`config.mk`:
```
export PLATFORM = sky130hd
export DESIGN_NAME = dmux4_dispatch_ctrl
export DESIGN_NICKNAME = d
export VERILOG_FILES = /design/src/rtl/dmux4_dispatch_ctrl.sv
export SDC_FILE = /design/constraint.sdc
export NUM_CORES = 1
export LEC_CHECK = 0
export CORE_MARGIN = 4
export CORE_UTILIZATION = 35
export DETAILED_ROUTE_END_ITERATION = 6
export HOLD_SLACK_MARGIN = 0.03
export MAX_ROUTING_LAYER = met4
export PLACE_DENSITY = 0.66
export SETUP_SLACK_MARGIN = 0.15
export SYNTH_ARGS = -nofsm -noshare
export SYNTH_HDL_FRONTEND = slang
export SYNTH_SLANG_ARGS = --single-unit
export TNS_END_PERCENT = 1
```
`constraint.sdc`:
```
create_clock -name clk -period 2 [get_ports clk]
set_input_delay 0.4 -clock clk [delete_from_list [all_inputs] [get_ports clk]]
set_output_delay 0.4 -clock clk [all_outputs]
set_load 0.01 [all_outputs]
```
`src/rtl/dmux4_dispatch_ctrl.sv`:
```
// rtl/dmux4_dispatch_ctrl.sv - byte dispatcher driving a 1-to-4 demux with per-channel holding registers
module dmux4_dispatch_ctrl #(
  parameter int CNT_W = 16
) (
  input  logic             clk,
  input  logic             rst,
  input  logic             enable,
  input  logic             rr_mode,
  input  logic [7:0]       in_data,
  input  logic [1:0]       in_dest,
  input  logic             in_valid,
  output logic             in_ready,
  output logic [1:0]       sel,
  output logic [7:0]       out_w,
  output logic [7:0]       out_x,
  output logic [7:0]       out_y,
  output logic [7:0]       out_z,
  output logic [3:0]       out_valid,
  input  logic [3:0]       out_ready,
  output logic [1:0]       rr_ptr,
  output logic [1:0]       state,
  output logic [CNT_W-1:0] dispatched
);

  typedef enum logic [1:0] {
    S_IDLE  = 2'b00,
    S_RUN   = 2'b01,
    S_DRAIN = 2'b10
  } state_t;

  state_t           r_state;
  logic [1:0]       r_rr_ptr;
  logic [3:0]       r_valid;
  logic [7:0]       r_data [4];
  logic [CNT_W-1:0] r_cnt;

  logic [1:0]       w_target;
  logic [3:0]       w_slot_free;
  logic [3:0]       w_take;
  logic [3:0]       w_load;
  logic [3:0]       w_valid_nxt;
  logic             w_accept;

  // Target follows rr_mode combinationally so a mode change applies this cycle
  assign w_target    = rr_mode ? r_rr_ptr : in_dest;
  assign sel         = w_target;

  // A slot being emptied this cycle can be refilled in the same cycle
  assign w_slot_free = ~r_valid | out_ready;
  assign in_ready    = (r_state == S_RUN) && w_slot_free[w_target];
  assign w_accept    = in_valid & in_ready;

  assign w_take      = r_valid & out_ready;
  assign w_load      = w_accept ? (4'b0001 << w_target) : 4'b0000;
  assign w_valid_nxt = (r_valid & ~w_take) | w_load;

  // Controller FSM; drain exits to idle only once every holding slot has emptied
  always_ff @(posedge clk) begin
    if (rst) begin
      r_state <= S_IDLE;
    end else begin
      case (r_state)
        S_IDLE:  if (enable) r_state <= S_RUN;
        S_RUN:   if (!enable) r_state <= S_DRAIN;
        S_DRAIN: begin
          if (enable) begin
            r_state <= S_RUN;
          end else if (w_valid_nxt == 4'b0000) begin
            r_state <= S_IDLE;
          end
        end
        default: r_state <= S_IDLE;
      endcase
    end
  end

  // Per-channel valid flags, round-robin pointer and accepted-byte counter
  always_ff @(posedge clk) begin
    if (rst) begin
      r_valid  <= 4'b0000;
      r_rr_ptr <= 2'd0;
      r_cnt    <= '0;
    end else begin
      r_valid <= w_valid_nxt;
      if (w_accept) begin
        r_cnt <= r_cnt + CNT_W'(1);
        if (rr_mode) r_rr_ptr <= r_rr_ptr + 2'd1;
      end
    end
  end

  // Holding registers keep their last byte after it is taken; only a new accept overwrites
  always_ff @(posedge clk) begin
    if (rst) begin
      for (int i = 0; i < 4; i++) r_data[i] <= 8'h00;
    end else begin
      for (int i = 0; i < 4; i++) begin
        if (w_load[i]) r_data[i] <= in_data;
      end
    end
  end

  assign out_w      = r_data[0];
  assign out_x      = r_data[1];
  assign out_y      = r_data[2];
  assign out_z      = r_data[3];
  assign out_valid  = r_valid;
  assign rr_ptr     = r_rr_ptr;
  assign state      = r_state;
  assign dispatched = r_cnt;

endmodule

```
==> results.sh <==
export IMPL_finalHoldViolCount=0
export IMPL_slowest_delay_ns=0.32
export IMPL_max_slew_margin_pct=73.0
export IMPL_cts_buffers=5
export IMPL_hp_class="reg -> reg"
export IMPL_cap_violations=0
export IMPL_syn_avg_cell_area_um2=11.5
export IMPL_dpl_instance_area_um2=3500
export IMPL_finalWirelength_mm=6.13
export IMPL_crit_required_ns=1.60
export IMPL_max_freq_mhz=502
export IMPL_portBuffers=77
export IMPL_first_pass_iters=4
export IMPL_combPwrFrac_pct=11.9
export IMPL_hold_path_cell_count=2
export IMPL_clk_latency_ns=0.30
export IMPL_finalClockSkew_ns=0.00809
export IMPL_cts_tree="yes"
export IMPL_die_area_um2=8340
export IMPL_synth_net_count=232
export IMPL_die_h_um=91.3
export IMPL_ys_types=34
export IMPL_cts_sinks=56
export IMPL_critPathKind="in -> out"
export IMPL_final_util_pct=54.2
export IMPL_place_hpwl_mm=4.59
export IMPL_routedWlPerCell_um=15.2
export IMPL_worstSetupPathDepth=7
export IMPL_gp_congestion=0.779
export IMPL_worst_pin_slew_ns=0.403
export IMPL_fillers=600
export IMPL_rsz0062_at_grt="true"
export IMPL_vdd_drop_max_uv=296
export IMPL_cpMostUsedCell="mux2i_4"
export IMPL_critPathMaxFanout=4
export IMPL_crit_slowest_cell="mux2_4"
export IMPL_initial_core_util_pct=36.0
export IMPL_vias=2050
export IMPL_worst_setup_path_end_kind="output port"
export IMPL_ys_ff_latch=56
export IMPL_grt_pass1_wl_mm=9.76
export IMPL_grt_pass1_vias=2045
export IMPL_setup_tns_ns=0
export IMPL_syn_area_um2=2430
export IMPL_drc_errors=0
export IMPL_cpLargestDelayFamily="multiplexers"
export IMPL_rows=30
export IMPL_p_per_area_nw_per_um2=575
export IMPL_setup_viol=0
export IMPL_area_growth_pct=50.6
export IMPL_power_switching_w=0.000469
export IMPL_diodes=0
export IMPL_intPower_w=0.00164
export IMPL_path_clk_slew_ns=0.10
export IMPL_grt_max_degree=37
export IMPL_vias_per_cell=5.09
export IMPL_synthCells=212
export IMPL_yosysSeqAreaShare_pct=59.3
export IMPL_core_region_area_um2=6760
export IMPL_drive_gt1_share_pct=19.2
export IMPL_layout_nets=342
export IMPL_path_cells="dlygate4sd2_1, mux2i_4, inv_4, mux2_4, mux2i_4, nor2_4, buf_6"
export IMPL_final_common_cell="clkdlybuf4s50_1"
export IMPL_finalCritPeriodShare_pct=99.6
export IMPL_ant_nets=0
export IMPL_power_frac_clock_pct=28.2
export IMPL_layout_common_cells="clkdlybuf4s50_1 (70), and2_1 (32), buf_4 (32), edfxtp_1 (32), dfxtp_1 (23)"
export IMPL_min_period_ns=1.99
export IMPL_power_frac_seq_pct=60.0
export IMPL_leakage_nw=1.33
export IMPL_critPathLaunchType="input pin"
export IMPL_finalPower_w=0.00211
export IMPL_htreeDepth=2
export IMPL_cp_num_buf_inv=3
export IMPL_overflow=0
export IMPL_drv_slew=0
export IMPL_reg2reg_depth=7
export IMPL_grt_usage_pct=15.0
export IMPL_pin_count=78
export IMPL_clockBufferDepth=2
export IMPL_drt_iter0_markers=39
export IMPL_status="complete, no violations"
export IMPL_arrival_ns=1.59
export IMPL_postCtsHoldBufs=0
export IMPL_grt_antenna_before_repair=0
export IMPL_swShare_pct=22.3
export IMPL_holdWs_ns=0.495
export IMPL_synth_warnings=0
export IMPL_ctsRootBufferMaster="clkbuf_8"
export IMPL_design_area_um2=3660
export IMPL_die_w_um=91.3
[registers in the layout, indices dropped and copies added (netlist names)]
signal / cells
r_data: 32
out_valid: 4
rr_ptr: 2
dispatched: 16
state: 2
[synth_stat cells (all sizes together)]
| cell | count | area [um^2] |
|---|---|---|
| o31ai | 8 | 60.1 |
| nand4 | 4 | 25.0 |
| inv | 3 | 11.3 |
| dfxtp | 24 | 480 |
| nand2 | 10 | 37.5 |
| or4 | 8 | 60.1 |
| mux2i | 3 | 58.8 |
| o21bai | 3 | 22.5 |
| or3 | 9 | 56.3 |
| a211oi | 2 | 15.0 |
| ha | 1 | 12.5 |
| nor3 | 3 | 15.0 |
| buf | 4 | 41.3 |
| a21oi | 22 | 110 |
| nand3 | 8 | 40.0 |
| clkbuf | 3 | 11.3 |
| and2 | 32 | 200 |
| mux2 | 2 | 26.3 |
| and3b | 1 | 8.76 |
| nand3b | 3 | 22.5 |
| nand2b | 6 | 37.5 |
| nor2b | 3 | 18.8 |
| and4 | 1 | 8.76 |
| o21ai | 10 | 53.8 |
| edfxtp | 32 | 961 |
| and3 | 4 | 25.0 |
| nor2 | 3 | 11.3 |
[per-layer routing]
layer	global-route usage [%]	part of all wire, %	up-vias
met5	-	0	-
met4	3.02	0.59	0
met3	4.06	5.8	5
met2	24.6	49	68
met1	18.6	45	975
li1	-	-	1002
[worst min-delay path: stages (launching register included)]
cell     delay, ns
dfxtp_1       0.34
o31ai_1       0.06
a21oi_1       0.06
[cell type report]
cell class                 instances  area, um^2  share of cell area, %
timing repair buffer             110        1030                   28.0
clock buffer                       6        72.6                   1.98
clock inverter                     2        11.3                  0.307
multi-input combinational        146         995                   27.2
sequential                        56        1440                   39.4
tap                               80         100                   2.73
inverter                           3        13.8                  0.376
[final timing paths]
path | startpoint | endpoint | slack, ns
setup / recovery | in_dest[1] | in_ready | 0.007
hold / removal | dispatched[15] | dispatched[15] | 0.49
setup reg to reg | rr_ptr[1] | dispatched[10] | 0.16
hold reg to reg | dispatched[15] | dispatched[15] | 0.49
[what timing repair did]
item	CTS	global route
pin swaps	0	0
gates resized for setup	17	12
endpoints found under the setup margin	85	68
setup buffers	3	1
[metrics by stage]
step / std cells / setup WS [ns]
2_1_floorplan: 212 / 0.104
3_3_place_gp: 391 / -0.696
3_5_place_dp: 391 / -0.722
4_1_cts: 402 / 0.00192
5_1_grt: 403 / -0.0402
6_report: 403 / 0.00707
[logic make-up after synthesis]
group,synth area share [%]
and+or+nand+nor,23.3
DFF,59.3
AOI/OAI and AO/OA,10.8
adders and majority gates,0.515
buffers and inverters,2.62
muxes,3.50
[power groups by stage]
| stage | clock network [W] | logic (W) | registers (W) |
|---|---|---|---|
| 2_1_floorplan | 0 | 0.0000599 | 0.00131 |
| 3_3_place_gp | 0 | 0.000240 | 0.00129 |
| 3_5_place_dp | 0 | 0.000243 | 0.00129 |
| 4_1_cts | 0.000615 | 0.000244 | 0.00126 |
| 5_1_grt | 0.000660 | 0.000267 | 0.00127 |
| 6_report | 0.000593 | 0.000250 | 0.00126 |
Power figures use the tool's default switching activity.
==> RTL edit 1 (same flow settings) <==
The parameter `CNT_W` goes from 16 to 32.
--- a/src/rtl/dmux4_dispatch_ctrl.sv
+++ b/src/rtl/dmux4_dispatch_ctrl.sv
@@ -1,6 +1,6 @@
 // rtl/dmux4_dispatch_ctrl.sv - byte dispatcher driving a 1-to-4 demux with per-channel holding registers
 module dmux4_dispatch_ctrl #(
-  parameter int CNT_W = 16
+  parameter int CNT_W = 32
 ) (
   input  logic             clk,
   input  logic             rst,
Ports: changed (resized dispatched); port bits go from 78 to 94. The function was not compared with the original's and may differ.
==> RTL edit 1 against the original RTL <==
Setup slack better by 0.037 ns. Total power is 54% higher. Highest routed layer unchanged. Non-clock buffer count is 29 higher. Hold slack better by 0.011 ns. Critical endpoint is now dispatched[29]. Routed wire length is 47% higher. Via count is 46% higher. Clock power is 130% higher. Sequential share of layout area is 4.4 points lower. Sequential cell count is 16 higher. First-iteration DRC count is 120% higher. Count of clock-buffer cells in the layout is 4 higher. Design area is 38% higher. Largest cell class unchanged. Area after synthesis is 35% higher.
==> RTL edit 1: results (changes against the original RTL) <==
[grt]
grt_pass1_vias=2839  ; +39%
grt_util_all_layers_pct=16.5  ; +1.6 points
grt_max_degree=29  ; -22%
grt_pass1_wl_um=14300  ; +47%

[cts]
htreeDepth=3  ; +1
numCtsBuffers=9  ; +4
path_clk_slew_ns=0.08  ; -0.02 ns
post_cts.repair.setup_buffers=0  ; -3
clk_latency_ns=0.34  ; +0.04 ns
cts_resized=16  ; -1

[critical_path]
reg2reg_depth=9  ; +2
worstPathMaxFanout=23  ; +19
timing.rr.end=dispatched[29]
crit_slowest_cell=or4_4
path_delay_family=buffers and inverters
rrSetupSlack_ns=0.07  ; -0.09 ns

[worst_hold_path]
min_to=dispatched[31]
hp-start=dispatched[31]

[sta]
skew_ns=0.0110  ; +0.00289 ns

[placed_design]
routabilityCongestion=0.762  ; -2.1%
placed_cells=552  ; +41%
hpwl_um=6320  ; +38%
port_buffers=93  ; +21%

[logic_synthesis]
syn_nets=339  ; +46%
ys_seq_area_share_pct=53.8  ; -5.5 points
synth.distinct_cells=42  ; +24%
synthTopCellsByArea=edfxtp_1 (29%), dfxtp_1 (24%), and2_1 (6.1%)
ys.flop_type=dfxtp_1
synth_top_cells_by_count=dfxtp_1 (40), a21oi_1 (36), and2_1 (32), edfxtp_1 (32), nand2_1 (21)
synth_fa_ha_area_share_pct=0.382  ; -0.13 points
syn_inst=319  ; +50%
synthXorXnorAreaFrac_pct=0.267  ; +0.27 points
synthMuxAreaShare_pct=2.56  ; -0.94 points

[run_status]
outcome=finished, final reports clean

[drt]
route.vias.total=2984  ; +46%
drt_iter0_drc=85  ; +120%
routed_wl_um=9040  ; +47%

[final_layout]
drive_above_1_share_pct=24.3  ; +5.1 points

[power_and_ir_drop]
leakage_uw=0.00176  ; +33%
irDropWorstVdd_v=0.000342  ; +16%

-- RTL edit 1: cell count changes in the layout (fill, tap and decap cells not counted), sizes merged, moves of 6 or more --
| cell | delta |
|---|---|
| dfxtp | +16 |
| clkdlybuf4s50 | +15 |
| a21oi | +14 |
| buf | +13 |
| nand2 | +11 |
| nor2 | +9 |
| o31ai | +9 |
| or4 | +9 |
| inv | +6 |
-- RTL edit 1: per-layer routing --
layer  global-route usage [%]  routed length [µm]  vias to the layer above
li1                         -                   -                     1464
met1                     21.1                4060                     1421
met2                     26.6                4510                       95
met3                     3.03                 429                        4
met4                     5.62                  43                        0
met5                        -                   0                        -
-- RTL edit 1: worst max path at each step --
stage,start,endpoint,slack [ns],cells past startpoint
global route,rr_ptr[1],dispatched[29],-0.02,9
floorplan,rr_mode,r_data[3][0],-0.06,8
detailed placement,rr_mode,dispatched[20],-0.73,9
CTS,rr_mode,in_ready,0.03,7
global placement,rr_mode,in_ready,-0.71,7
finish,in_valid,dispatched[29],0.04,8
-- RTL edit 1: power breakdown --
part           switching, µW  internal, µW
combinational            135           154
sequential              13.8          1570
clock                    542           825
-- RTL edit 1: layout make-up --
cell class	instances	area [µm²]
Clock buffer	10	128
Fill cell	848	4130
Sequential cell	72	1770
Inverter	10	40.0
Tap cell	111	139
Timing Repair Buffer	139	1330
Multi-Input combinational cell	224	1550
Clock inverter	6	108
-- RTL edit 1: metrics by stage --
stage                     worst slack (ns)  setup TNS, ns  instance area [µm²]  hold slack (ns)  util, %
final                               0.0438              0                 5060            0.505     55.1
after global routing               -0.0166        -0.0223                 5060            0.522     55.1
after CTS                           0.0286              0                 4880            0.494     53.1
after detailed placement            -0.727         -59.17                 4640            0.477     50.4
after global placement              -0.711         -57.31                 4640            0.478     50.4
after floorplan                    -0.0625          -1.56                 3300            0.478        -
==> RTL edit 2 (config.mk and constraints unchanged) <==
Made on the original files. Reset style: asynchronous (`rst`), changed in 3 clocked blocks.
--- a/src/rtl/dmux4_dispatch_ctrl.sv
+++ b/src/rtl/dmux4_dispatch_ctrl.sv
@@ -55,7 +55,7 @@
   assign w_valid_nxt = (r_valid & ~w_take) | w_load;
 
   // Controller FSM; drain exits to idle only once every holding slot has emptied
-  always_ff @(posedge clk) begin
+  always_ff @(posedge clk or posedge rst) begin
     if (rst) begin
       r_state <= S_IDLE;
     end else begin
@@ -75,7 +75,7 @@
   end
 
   // Per-channel valid flags, round-robin pointer and accepted-byte counter
-  always_ff @(posedge clk) begin
+  always_ff @(posedge clk or posedge rst) begin
     if (rst) begin
       r_valid  <= 4'b0000;
       r_rr_ptr <= 2'd0;
@@ -90,7 +90,7 @@
   end
 
   // Holding registers keep their last byte after it is taken; only a new accept overwrites
-  always_ff @(posedge clk) begin
+  always_ff @(posedge clk or posedge rst) begin
     if (rst) begin
       for (int i = 0; i < 4; i++) r_data[i] <= 8'h00;
     end else begin
Check against the original RTL: differs if rst is asserted again (counterexample within 4 cycles, from zero or initial values and one cycle with rst high); with rst held inactive, the same outputs for 10 cycles.
==> RTL edit 2 against the original RTL <==
The run now ends with negative setup slack left. Non-clock buffer count down 16. Design area decreased by 2.3%. Routed wire length fell by 8.8%. Sequential cell count is the same. Clock skew grew 0.0026 ns. Via count decreased by 17%. Setup slack got worse by 0.013 ns. Area after synthesis down 1.5%. Register-to-register slack worse by 0.07 ns. First-iteration DRC count shrank 7.7%. Critical path type is now reg2out. Critical endpoint unchanged.
Power is not compared: it rests on default switching activity, and its combinational part moved more than twofold at a synthesized area within 25%.
==> RTL edit 2: results (changes against the original RTL) <==
[run_status]
outcome=complete, but fails checks
violations=negative setup slack

[critical_path]
crit_arrival_ns=1.61  ; +0.02 ns
rrSetupSlack_ns=0.09  ; -0.07 ns
crit_start=rr_ptr[0]
timing.rr.end=dispatched[1]
worstPathMaxFanout=3  ; -1

[grt]
antenna_found_initial=0  ; unchanged
grt_pass1_vias=1795  ; -12%
grt_max_degree=24  ; -35%
grt_pass1_wl_um=9270  ; -5.0%
grt_util_all_layers_pct=14.3  ; -0.66 points

[final_layout]
final_nets=290  ; -15%
nFillCells=552  ; -8.0%
largest_reg_flops=16  ; -50%
drive_above_1_share_pct=29.5  ; +10 points

[logic_synthesis]
syn_nets=193  ; -17%
synthTopCellsByArea=dfrtp_1 (59%), mux2_2 (16%), xnor2_1 (5.9%)
synth_top_cells_by_count=dfrtp_1 (56), mux2_2 (33), xnor2_1 (16), nand2_1 (8), nand3_1 (8)
async_reset_ff_share_pct=100  ; +100 points
synth.distinct_cells=33  ; -2.9%
avgSynthCellArea_um2=13.8  ; +21%
ys_seq_area_share_pct=58.5  ; -0.77 points

[drt]
routed_wl_um=5590  ; -8.8%
avgViaCountPerCell=4.89  ; -4.0%
drt_iter0_drc=36  ; -7.7%

[sta]
tightest_slew_ns=0.366  ; -0.0372 ns
setup_ws_ns=-0.00607  ; -0.0131 ns
finalSetupViolCount=1  ; +1
skew_ns=0.0107  ; +0.00265 ns
finalSetupTns_ns=-0.00607  ; -0.00607 ns

[worst_hold_path]
min_path_type=in2async

[cts]
clk_latency_ns=0.31

[placed_design]
placed_cells=337  ; -14%
routabilityCongestion=0.800  ; +2.8%

RTL edit 2: cell types whose count changed after synthesis, moves of 9 or more:
cell,unedited run,this run
mux2_2,1,33
a21oi_1,22,1
xnor2_1,0,16
edfxtp_1,32,0
dfrtp_1,0,56
dfxtp_1,24,0
or3_1,9,0
and2_1,32,1
RTL edit 2: final cells by class:
| type | instances | area (µm²) | area share [%] |
|---|---|---|---|
| Tap cell | 77 | 96.3 | 2.69 |
| Multi-Input combinational cell | 110 | 1010 | 28.3 |
| Clock inverter | 3 | 42.5 | 1.19 |
| Inverter | 3 | 11.3 | 0.315 |
| Sequential cell | 56 | 1400 | 39.2 |
| Clock buffer | 5 | 68.8 | 1.92 |
| Timing Repair Buffer | 94 | 946 | 26.4 |
RTL edit 2: worst max-delay path, cell delays in order, from the launching register on:
cell and delay [ns]:
dfrtp_1 0.40, mux2_4 0.29, mux2_4 0.31, nor2_2 0.09
a211oi_2 0.04, buf_2 0.15
RTL edit 2: routing by layer:
layer / track usage [%] / wire length (µm) / vias up
met2: 23.6 / 2880 / 43
met4: 5.23 / 42 / 0
met5: - / 0 / -
met3: 2.67 / 225 / 5
met1: 17.5 / 2450 / 853
li1: - / - / 799
RTL edit 2: repair_timing:
item	CTS	global route
buffers inserted	2	1
endpoints found under the hold margin	0	0
gates resized for setup	20	7
pin swaps	10	7
endpoints found under the setup margin	55	52
RTL edit 2: worst min-delay path by stage:
| stage | slack (ns) | cells after the start | start | to |
|---|---|---|---|---|
| finish | 0.37 | 2 | rst | out_z[3] |
| global route | 0.39 | 2 | rst | out_z[3] |
| CTS | 0.38 | 2 | rst | out_z[3] |
| detailed placement | 0.47 | 1 | dispatched[15] | dispatched[15] |
| global placement | 0.47 | 1 | dispatched[15] | dispatched[15] |
| floorplan | 0.46 | 1 | enable | state[1] |
RTL edit 2: stage by stage:
| step | total power [µW] | util, % | hold WS (ns) | setup WS [ns] | area [µm²] |
|---|---|---|---|---|---|
| floorplan | 2530 | - | 0.463 | 0.199 | 2390 |
| global placement | 3620 | 52.0 | 0.466 | -0.713 | 3380 |
| detailed placement | 3640 | 52.0 | 0.468 | -0.717 | 3380 |
| CTS | 4410 | 54.5 | 0.383 | -0.0162 | 3540 |
| global route | 4640 | 55.1 | 0.393 | -0.0736 | 3580 |
| finish | 4380 | 55.1 | 0.371 | -0.00607 | 3580 |
RTL edit 2: cell families after synthesis:
group / Yosys count / synth area share, %
compound gates: 6 / 2.40
xor+xnor: 17 / 6.22
fa+ha+maj: 1 / 0.522
buf+inv: 7 / 1.51
flops: 56 / 58.5
mux: 37 / 17.8
simple gates: 49 / 13.1
RTL edit 2: where the power goes:
group | total (µW) | switching (µW) | internal, µW
logic | 1830 | 669 | 1170
clock network | 743 | 372 | 371
registers | 1800 | 268 | 1540
